<file path="config.mk">
export PLATFORM = sky130hd
export DESIGN_NAME = exu_hazard_sequencer_flat
export DESIGN_NICKNAME = d
export VERILOG_FILES = /design/src/rtl/exu_hazard_sequencer_if.sv /design/src/rtl/exu_hazard_sequencer.sv /design/src/flat_wrapper.sv
export SDC_FILE = /design/constraint.sdc
export NUM_CORES = 1
export LEC_CHECK = 0
export ABC_AREA = 1
export CORE_MARGIN = 8
export CORE_UTILIZATION = 37
export CTS_BUF_LIST = sky130_fd_sc_hd__clkbuf_2
export DETAILED_ROUTE_END_ITERATION = 7
export SYNTH_ARGS = -nofsm -noshare
export SYNTH_HDL_FRONTEND = slang
export SYNTH_SLANG_ARGS = --single-unit
</file>
<file path="constraint.sdc">
create_clock -name clk -period 2 [get_ports clk]
set_input_delay 0.2 -clock clk [delete_from_list [all_inputs] [get_ports clk]]
set_output_delay 0.2 -clock clk [all_outputs]
set_load 0.02 [all_outputs]
</file>
<file path="src/rtl/exu_hazard_sequencer_if.sv">
// ---------------------------------------------------------------------------
// exu_hazard_sequencer_if
//
// Bundles the pipeline-side signals of the execute-stage hazard sequencer.
//
//   master : pipeline / bench side. Drives the decode/execute/memory/writeback
//            hazard information and the multi-cycle handshake. Receives the
//            forwarding selects, stall/flush controls and status.
//   slave  : exu_hazard_sequencer side (the reverse directions).
//
// REG_ADDR_W and PERF_W must match the parameters of the sequencer that
// uses this interface.
// ---------------------------------------------------------------------------
interface exu_hazard_sequencer_if #(
  parameter int REG_ADDR_W = 5,
  parameter int PERF_W     = 32
);

  // Multi-cycle handshake
  logic                  Dvalid;
  logic                  Mready;
  logic                  Evalid;
  logic                  MultiCycleE;

  // Register indices and write enables along the pipe
  logic [REG_ADDR_W-1:0] Rs1D;
  logic [REG_ADDR_W-1:0] Rs2D;
  logic [REG_ADDR_W-1:0] Rs1E;
  logic [REG_ADDR_W-1:0] Rs2E;
  logic [REG_ADDR_W-1:0] RdE;
  logic                  MemReadE;
  logic [REG_ADDR_W-1:0] RdM;
  logic [REG_ADDR_W-1:0] RdW;
  logic                  RegWriteM;
  logic                  RegWriteW;
  logic [1:0]            PCSrcE;

  // Controls and status returned to the pipeline
  logic [1:0]            ForwardAE;
  logic [1:0]            ForwardBE;
  logic                  StallF;
  logic                  StallD;
  logic                  FlushD;
  logic                  FlushE;
  logic                  ExStart;
  logic                  ExBusy;
  logic                  err_timeout;
  logic [PERF_W-1:0]     stall_cnt;

  modport master (
    output Dvalid, Mready, Evalid, MultiCycleE,
    output Rs1D, Rs2D, Rs1E, Rs2E, RdE, MemReadE,
    output RdM, RdW, RegWriteM, RegWriteW, PCSrcE,
    input  ForwardAE, ForwardBE, StallF, StallD, FlushD, FlushE,
    input  ExStart, ExBusy, err_timeout, stall_cnt
  );

  modport slave (
    input  Dvalid, Mready, Evalid, MultiCycleE,
    input  Rs1D, Rs2D, Rs1E, Rs2E, RdE, MemReadE,
    input  RdM, RdW, RegWriteM, RegWriteW, PCSrcE,
    output ForwardAE, ForwardBE, StallF, StallD, FlushD, FlushE,
    output ExStart, ExBusy, err_timeout, stall_cnt
  );

endinterface

</file>
<file path="src/rtl/exu_hazard_sequencer.sv">
// ---------------------------------------------------------------------------
// exu_hazard_sequencer
//
// Pipeline control for the execute stage:
//   - operand forwarding selects (M has priority over W, x0 never forwarded)
//   - load-use stall detection
//   - branch/jump/trap flush of IF/ID and ID/EX
//   - IDLE/BUSY/HOLD sequencing of multi-cycle ALU ops (mul/div)
//   - stall-cycle performance counter and sticky busy-timeout flag
//
// Ports:
//   clk  : rising-edge clock
//   rst  : asynchronous active-high reset; every output reads 0 while high
//   bus  : exu_hazard_sequencer_if.slave
//            in : Dvalid, Mready, Evalid, MultiCycleE, Rs1D, Rs2D, Rs1E,
//                 Rs2E, RdE, MemReadE, RdM, RdW, RegWriteM, RegWriteW, PCSrcE
//            out: ForwardAE, ForwardBE (00=RD, 01=ResultW, 10=ALUResultM),
//                 StallF, StallD, FlushD, FlushE, ExStart, ExBusy,
//                 err_timeout, stall_cnt
// ---------------------------------------------------------------------------
module exu_hazard_sequencer #(
  parameter int REG_ADDR_W   = 5,
  parameter int PERF_W       = 32,
  parameter int BUSY_TIMEOUT = 64
) (
  input logic                    clk,
  input logic                    rst,
  exu_hazard_sequencer_if.slave  bus
);

  typedef enum logic [1:0] {
    IDLE = 2'd0,
    BUSY = 2'd1,
    HOLD = 2'd2
  } state_e;

  // The busy counter must be able to hold BUSY_TIMEOUT itself (saturation value)
  localparam int                    CNT_W   = $clog2(BUSY_TIMEOUT + 1);
  localparam logic [CNT_W-1:0]      CNT_MAX = CNT_W'(BUSY_TIMEOUT);
  localparam logic [REG_ADDR_W-1:0] REG_X0  = '0;

  state_e             state_q, state_d;
  logic [CNT_W-1:0]   busy_cnt_q, busy_cnt_d;
  logic               err_q, err_d;
  logic [PERF_W-1:0]  stall_cnt_q, stall_cnt_d;

  logic [1:0]         fwd_a, fwd_b;
  logic               load_use;
  logic               redirect;
  logic               ex_busy;
  logic               ex_start;
  logic               stall;
  logic               flush_d;
  logic               flush_e;

  function automatic logic [1:0] fwd_sel(
    input logic [REG_ADDR_W-1:0] rs,
    input logic [REG_ADDR_W-1:0] rd_m,
    input logic                  we_m,
    input logic [REG_ADDR_W-1:0] rd_w,
    input logic                  we_w
  );
    logic [1:0] sel;
    sel = 2'b00;
    if (we_m && (rd_m != REG_X0) && (rd_m == rs)) begin
      sel = 2'b10;
    end else if (we_w && (rd_w != REG_X0) && (rd_w == rs)) begin
      sel = 2'b01;
    end
    return sel;
  endfunction

  // Hazard detection. ExStart is a Mealy pulse taken in the IDLE cycle that
  // launches the op, so the launching instruction is already stalled.
  always_comb begin
    fwd_a    = fwd_sel(bus.Rs1E, bus.RdM, bus.RegWriteM, bus.RdW, bus.RegWriteW);
    fwd_b    = fwd_sel(bus.Rs2E, bus.RdM, bus.RegWriteM, bus.RdW, bus.RegWriteW);
    load_use = bus.MemReadE && (bus.RdE != REG_X0) &&
               ((bus.RdE == bus.Rs1D) || (bus.RdE == bus.Rs2D));
    redirect = (bus.PCSrcE != 2'b00);
    ex_busy  = (state_q != IDLE);
    ex_start = (state_q == IDLE) && bus.Dvalid && bus.MultiCycleE;
    stall    = load_use || ex_busy || ex_start;
    // A redirect from E is ignored while a multi-cycle op owns the stage
    flush_d  = redirect && !ex_busy;
    flush_e  = load_use || flush_d;
  end

  // Next-state logic for the sequencer, busy counter, timeout flag and
  // stall counter. Evalid is only looked at in BUSY, so a completion that
  // coincides with the launch cycle is dropped.
  always_comb begin
    state_d     = state_q;
    busy_cnt_d  = busy_cnt_q;
    err_d       = err_q;
    stall_cnt_d = stall ? (stall_cnt_q + PERF_W'(1)) : stall_cnt_q;

    unique case (state_q)
      IDLE: begin
        if (ex_start) begin
          state_d    = BUSY;
          busy_cnt_d = '0;
        end
      end
      BUSY: begin
        if (busy_cnt_q != CNT_MAX) begin
          busy_cnt_d = busy_cnt_q + CNT_W'(1);
        end
        if (bus.Evalid) begin
          state_d = bus.Mready ? IDLE : HOLD;
        end else if (busy_cnt_d == CNT_MAX) begin
          err_d = 1'b1;
        end
      end
      HOLD: begin
        if (bus.Mready) begin
          state_d = IDLE;
        end
      end
      default: begin
        state_d = IDLE;
      end
    endcase
  end

  always_ff @(posedge clk or posedge rst) begin
    if (rst) begin
      state_q     <= IDLE;
      busy_cnt_q  <= '0;
      err_q       <= 1'b0;
      stall_cnt_q <= '0;
    end else begin
      state_q     <= state_d;
      busy_cnt_q  <= busy_cnt_d;
      err_q       <= err_d;
      stall_cnt_q <= stall_cnt_d;
    end
  end

  // Combinational outputs are forced low during reset so nothing downstream
  // sees a stall, flush or forward while the block is held in reset.
  assign bus.ForwardAE   = rst ? 2'b00 : fwd_a;
  assign bus.ForwardBE   = rst ? 2'b00 : fwd_b;
  assign bus.StallF      = !rst && stall;
  assign bus.StallD      = !rst && stall;
  assign bus.FlushD      = !rst && flush_d;
  assign bus.FlushE      = !rst && flush_e;
  assign bus.ExStart     = !rst && ex_start;
  assign bus.ExBusy      = !rst && ex_busy;
  assign bus.err_timeout = err_q;
  assign bus.stall_cnt   = stall_cnt_q;

endmodule

</file>
<file path="src/flat_wrapper.sv">
// flat-port wrapper written by rule: the top's interface ports become plain ports
module exu_hazard_sequencer_flat 
#(
  parameter int REG_ADDR_W   = 5,
  parameter int PERF_W       = 32,
  parameter int BUSY_TIMEOUT = 64
)
  (clk, rst, bus_Dvalid, bus_Mready, bus_Evalid, bus_MultiCycleE, bus_Rs1D, bus_Rs2D, bus_Rs1E, bus_Rs2E, bus_RdE, bus_MemReadE, bus_RdM, bus_RdW, bus_RegWriteM, bus_RegWriteW, bus_PCSrcE, bus_ForwardAE, bus_ForwardBE, bus_StallF, bus_StallD, bus_FlushD, bus_FlushE, bus_ExStart, bus_ExBusy, bus_err_timeout, bus_stall_cnt);
  exu_hazard_sequencer_if #(.REG_ADDR_W(REG_ADDR_W), .PERF_W(PERF_W)) bus_i ();
  input logic clk;
  input logic rst;
  input wire logic [$bits(bus_i.Dvalid)-1:0] bus_Dvalid;
  input wire logic [$bits(bus_i.Mready)-1:0] bus_Mready;
  input wire logic [$bits(bus_i.Evalid)-1:0] bus_Evalid;
  input wire logic [$bits(bus_i.MultiCycleE)-1:0] bus_MultiCycleE;
  input wire logic [$bits(bus_i.Rs1D)-1:0] bus_Rs1D;
  input wire logic [$bits(bus_i.Rs2D)-1:0] bus_Rs2D;
  input wire logic [$bits(bus_i.Rs1E)-1:0] bus_Rs1E;
  input wire logic [$bits(bus_i.Rs2E)-1:0] bus_Rs2E;
  input wire logic [$bits(bus_i.RdE)-1:0] bus_RdE;
  input wire logic [$bits(bus_i.MemReadE)-1:0] bus_MemReadE;
  input wire logic [$bits(bus_i.RdM)-1:0] bus_RdM;
  input wire logic [$bits(bus_i.RdW)-1:0] bus_RdW;
  input wire logic [$bits(bus_i.RegWriteM)-1:0] bus_RegWriteM;
  input wire logic [$bits(bus_i.RegWriteW)-1:0] bus_RegWriteW;
  input wire logic [$bits(bus_i.PCSrcE)-1:0] bus_PCSrcE;
  output wire logic [$bits(bus_i.ForwardAE)-1:0] bus_ForwardAE;
  output wire logic [$bits(bus_i.ForwardBE)-1:0] bus_ForwardBE;
  output wire logic [$bits(bus_i.StallF)-1:0] bus_StallF;
  output wire logic [$bits(bus_i.StallD)-1:0] bus_StallD;
  output wire logic [$bits(bus_i.FlushD)-1:0] bus_FlushD;
  output wire logic [$bits(bus_i.FlushE)-1:0] bus_FlushE;
  output wire logic [$bits(bus_i.ExStart)-1:0] bus_ExStart;
  output wire logic [$bits(bus_i.ExBusy)-1:0] bus_ExBusy;
  output wire logic [$bits(bus_i.err_timeout)-1:0] bus_err_timeout;
  output wire logic [$bits(bus_i.stall_cnt)-1:0] bus_stall_cnt;
  assign bus_i.Dvalid = bus_Dvalid;
  assign bus_i.Mready = bus_Mready;
  assign bus_i.Evalid = bus_Evalid;
  assign bus_i.MultiCycleE = bus_MultiCycleE;
  assign bus_i.Rs1D = bus_Rs1D;
  assign bus_i.Rs2D = bus_Rs2D;
  assign bus_i.Rs1E = bus_Rs1E;
  assign bus_i.Rs2E = bus_Rs2E;
  assign bus_i.RdE = bus_RdE;
  assign bus_i.MemReadE = bus_MemReadE;
  assign bus_i.RdM = bus_RdM;
  assign bus_i.RdW = bus_RdW;
  assign bus_i.RegWriteM = bus_RegWriteM;
  assign bus_i.RegWriteW = bus_RegWriteW;
  assign bus_i.PCSrcE = bus_PCSrcE;
  assign bus_ForwardAE = bus_i.ForwardAE;
  assign bus_ForwardBE = bus_i.ForwardBE;
  assign bus_StallF = bus_i.StallF;
  assign bus_StallD = bus_i.StallD;
  assign bus_FlushD = bus_i.FlushD;
  assign bus_FlushE = bus_i.FlushE;
  assign bus_ExStart = bus_i.ExStart;
  assign bus_ExBusy = bus_i.ExBusy;
  assign bus_err_timeout = bus_i.err_timeout;
  assign bus_stall_cnt = bus_i.stall_cnt;
  exu_hazard_sequencer #(.REG_ADDR_W(REG_ADDR_W), .PERF_W(PERF_W), .BUSY_TIMEOUT(BUSY_TIMEOUT)) u_core (.clk(clk), .rst(rst), .bus(bus_i));
endmodule
</file>
# == Word level (Yosys, flattened, before mapping) ==
# Cells that the tools add are included.
# totals
input_bits,46
regBits,42
word_cells,67
# classes
addsub,2
n_eq_ne,13
n_mux,15
reduce_logical,32
bitwise,1
# op_table
operator,count
$add 32x1->32 const B,1
$eq 5x5->1,6
$mux 7,3
$logic_and 1x1->1,16
$mux 2,8
$reduce_bool 5->1,3
$pmux 7 s2,1
$add 7x1->7 const B,1
$eq 7x7->1 const B,1
$ne 7x7->1 const B,1
$pmux 2 s3,1
$reduce_and 3->1,2
$reduce_bool 2->1,3
$logic_or 1x1->1,4
$ne 2x2->1 const B,2
$eq 2x1->1 const B,1
$eq 2x2->1 const B,1
$logic_not 1->1,2
$logic_not 2->1,1
$mux 1,2
$ne 2x1->1 const B,1
$reduce_and 2->1,1
$not 1->1,1

# == Longest topological paths before layout ==
# depth
depth_word,6
mapped_depth,11
mapped_depth_nobuf,10

# == Worst setup path before layout ==
# Ideal clock, no wire load.
# synth_timing
kind,register to output
from,register u_core.state_q[0]
to,output port bus_StallF
path_stages_with_launch,8
slack_ns,0.160
required_time_ns,1.800
n_path_buf,2
t_arrival_ns,1.640
cell_sequence,dfrtp_1 -> nor2_2 -> nand3_2 -> nand2_1 -> inv_2 -> buf_2 -> a21oi_1 -> buf_4
# synth_between
elab_chain_len,5
word_cells_on_any_way,7
# synth_rtl
element,line,text
from (decl),exu_hazard_sequencer.sv:42,"state_e state_q, state_d;"
from (signal assigned),exu_hazard_sequencer.sv:133,state_q <= state_d;
$logic_not 2->1,exu_hazard_sequencer.sv:82,ex_start = (state_q == IDLE) && bus.Dvalid && bus.MultiCycleE;
$logic_and 1x1->1 (2 in series),exu_hazard_sequencer.sv:82,
$logic_or 1x1->1 (*),exu_hazard_sequencer.sv:83,stall = load_use || ex_busy || ex_start;
$logic_and 1x1->1 (*),n/a,
to (decl),flat_wrapper.sv:29,output wire logic [$bits(bus_i.StallF)-1:0] bus_StallF;
# Mark *: on every way between the ends. The rest lies on a longest branch, timed or not.

# == Worst setup path after layout ==
# layout_timing
from,input port bus_RdW[2]
to,output port bus_ForwardBE[0]
# layout_between
elab_chain_len,6
word_cells_on_any_way,7
# layout_rtl
element,line,text
from (decl),flat_wrapper.sv:23,input wire logic [$bits(bus_i.RdW)-1:0] bus_RdW;
$reduce_bool 5->1,exu_hazard_sequencer.sv:67,end else if (we_w && (rd_w != REG_X0) && (rd_w == rs)) begin
$logic_and 1x1->1,exu_hazard_sequencer.sv:67,
$logic_and 1x1->1 (*),exu_hazard_sequencer.sv:67,
$mux 1 (*),exu_hazard_sequencer.sv:67,
$mux 2 (*),exu_hazard_sequencer.sv:65,if (we_m && (rd_m != REG_X0) && (rd_m == rs)) begin
$mux 2 (*),exu_hazard_sequencer.sv:143,assign bus.ForwardBE = rst ? 2'b00 : fwd_b;
to (decl),flat_wrapper.sv:28,output wire logic [$bits(bus_i.ForwardBE)-1:0] bus_ForwardBE;
# Marked as above.

==> impl_metrics.ini <==
[run_status]
status = finished clean

[detailed_routing]
drt_wl_total_um = 9173
top_layer = met4
drt_iter0_drc = 98
drc = 0
routedWlPerCell_um = 12.97
drt-met1-wl_um = 4051
ant_nets = 0
viasPerCell = 4.775
drt-pass1-iter-count = 4
wl_met3_um = 752
wl_met2_um = 4216
vias = 3376

[power_and_ir_drop]
p_leak_nw = 2.067
power.switching_uw = 956.1
ir_drop_v = 0.0002719
p_seq_frac = 0.436
p_clk_frac = 0.161
internal-power_mw = 1.452
switching_share = 0.3971
p_comb_frac = 0.403
power.density_nw_per_um2 = 555.3

[timing]
rsz0062_at_grt = no
fmax_mhz = 543.5
holdWs_ns = 0.3088
hold_viol = 0
setup_viol = 0
fin_skew_ns = 0.04415
min_period_ns = 1.840
finalCritPeriodShare = 0.9200
slew_headroom = 0.6965
slew_viol_final = 0
worst_pin_slew_ns = 0.4552

[yosys]
synth_cell_types = 30
seq_area_frac_synth = 0.3185
synth-edff-count = 0
netlist_instances = 506
synthesis.area_um2 = 3299
synth_nets = 555
yosysWarnings = 0
ys_async_sr_fraction = 1.000
synth_flop_cell = dfrtp_1
avgSynthCellArea_um2 = 6.521
synth_seq_cells = 42

[flow_run]
drv_cap = 0

[global_routing]
grt_pass1_wl_um = 15810
antenna_found_initial = 0
overflow = 0
grt_pass1_vias = 3463
grt_max_degree = 43
grt_use_total = 0.1493

[cts]
clk_path_buf_depth = 2
cts_buffers = 5
htree_num_levels = 2
clock-sinks = 42
cts_tree = done
post_cts_buffers = 0
insertion_delay_ns = 0.41
cts.reportedPaths.clkPinSlew_ns = 0.24
clock_tree.root_cell = clkbuf_2

[cells_and_area]
drive_above_1_share = 0.08013
n_antenna_cell = 0
area_growth_pct = 31.40
final_area_um2 = 4335
n_fill_cell = 927
num-nets-final = 647
fin_util = 0.4996

[worst_hold_path]
min_path_type = in -> async

[floorplanning]
num_rows = 34
die_h_um = 110.4
core_area_um2 = 8678
io_pins = 89
die-area_um2 = 12190
start_util = 0.3802
fp.dieW_um = 110.4

[critical_path]
cp-start-kind = primary input
worst_setup_path_end_kind = output pin
worstPathRequired_ns = 1.80
critical_path.max_fanout = 3
cp_cell_sequence = clkdlybuf4s50_1 > nor2_1 > nand3_1 > o21ai_0 > nand3b_1 > a21oi_1 > dlygate4sd2_1
critical_path_class = in -> out
r2r_start = u_core.state_q[0]
critPathSlowestCell = clkdlybuf4s50_1
worstSetupStartpoint = bus_RdW[2]
cpPeakStageDelay_ns = 0.46
arrival_ns = 1.64

[placement]
portBuffers = 88
routabilityCongestion = 0.8574
placed_cell_area_um2 = 4317
hpwl_um = 7367
==> power groups by stage <==
stage          clock network [mW]  registers (mW)  logic [mW]
3_3_place_gp                    0            1.06       0.985
2_1_floorplan                   0            1.13       0.542
4_1_cts                     0.416            1.05       0.987
5_1_grt                     0.439            1.07        1.07
3_5_place_dp                    0            1.06       0.993
6_report                    0.387            1.05       0.969
==> state kept, by name, indices dropped and copies added, names as in the netlist <==
register                count
u_core.bus.err_timeout      1
u_core.bus.stall_cnt       32
u_core.busy_cnt_q           7
u_core.state_q              2
==> per-stage QoR <==
step / cells / total power [mW] / setup TNS, ns / setup slack [ns]
after detailed placement: 699 / 2.058 / -3.297 / -0.2592
after global routing: 707 / 2.581 / 0 / 0.02348
after floorplan: 506 / 1.667 / 0 / 0.1601
after CTS: 707 / 2.454 / -0.006391 / -0.006391
final: 707 / 2.408 / 0 / 0.1599
after global placement: 699 / 2.047 / -3.801 / -0.2251
==> path summary, 6_finish.rpt <==
kind	to	slack (ns)	cells after the start
setup reg to reg	u_core.bus.stall_cnt[11]	0.37	8
setup / recovery	bus_ForwardBE[0]	0.16	7
min in group clk	u_core.state_q[0]	0.38	2
hold reg to reg	u_core.bus.err_timeout	0.52	1
hold / removal	u_core.bus.stall_cnt[16]	0.31	4
max in group asynchronous	u_core.bus.stall_cnt[0]	1.44	4
==> area by class of cell <==
cell class	instances	area [um^2]	share of cell area
clock inverter	2	13.76	0.003175
sequential	42	1051	0.2424
inverter	38	142.6	0.03290
tap	108	135.1	0.03117
clock buffer	6	30.03	0.006926
multi-input combinational	413	2024	0.4670
timing repair buffer	98	938.4	0.2165
==> synth_stat cells, types with 2 or more instances <==
cell type,number,area (um^2)
nand2_1,197,739.5
nor2_1,62,232.7
nand3_1,50,250.2
dfrtp_1,42,1051
inv_1,32,120.1
xor2_1,20,175.2
xnor2_1,17,148.9
nand3b_1,15,112.6
a21oi_1,8,40.04
buf_2,6,30.03
inv_2,6,22.52
o21ai_0,6,30.03
nand2_2,5,31.28
nand4_1,4,25.02
nor2_2,4,25.02
nor2_4,4,45.04
o22ai_1,4,25.02
buf_6,3,33.78
ha_1,3,37.54
nor3_1,3,15.01
or2_2,3,18.77
buf_4,2,15.01
clkbuf_1,2,7.510
nand2_4,2,22.52
==> layer usage <==
metal	vias up	global-route usage
li1	1771	-
met1	1512	0.1753
met2	82	0.2456
met3	11	0.05682
met4	0	0.04505
met5	-	0
==> cells by family (layout without fill, tap and decap cells) <==
group,Yosys count,after routing,synth area share
adders and majority gates,3,3,0.01138
DFF,42,42,0.3185
xor gates and xnor gates,37,37,0.09822
AOI/OAI and AO/OA,20,20,0.03337
and+or+nand+nor,353,353,0.4691
buffers and inverters,51,144,0.06940
==> cells in the final DEF, fill, tap and decap left out, drive strengths merged <==
cell	count
a21oi	8
buf	11
clkbuf	10
clkdlybuf4s50	79
clkinv	2
dfrtp	42
dlygate4sd2	4
ha	3
inv	38
nand2	204
nand3	51
nand3b	15
nand4	4
nor2	70
nor3	3
nor3b	1
nor4	1
o21a	1
o21ai	6
o21bai	1
o22ai	4
or2	4
xnor2	17
xor2	20
==> critical path, delay by kind of cell <==
kind | cells | cell delay (ns)
buffers and inverters | 2 | 0.79
AND/OR/NAND/NOR | 3 | 0.37
AO/OA/AOI/OAI | 2 | 0.28
==> repair_timing <==
action / CTS / global route
hold buffers: 0 / 0
endpoints found under the setup margin: 9 / 6
gates resized for setup: 12 / 9
(Power assumes the default switching activity.)
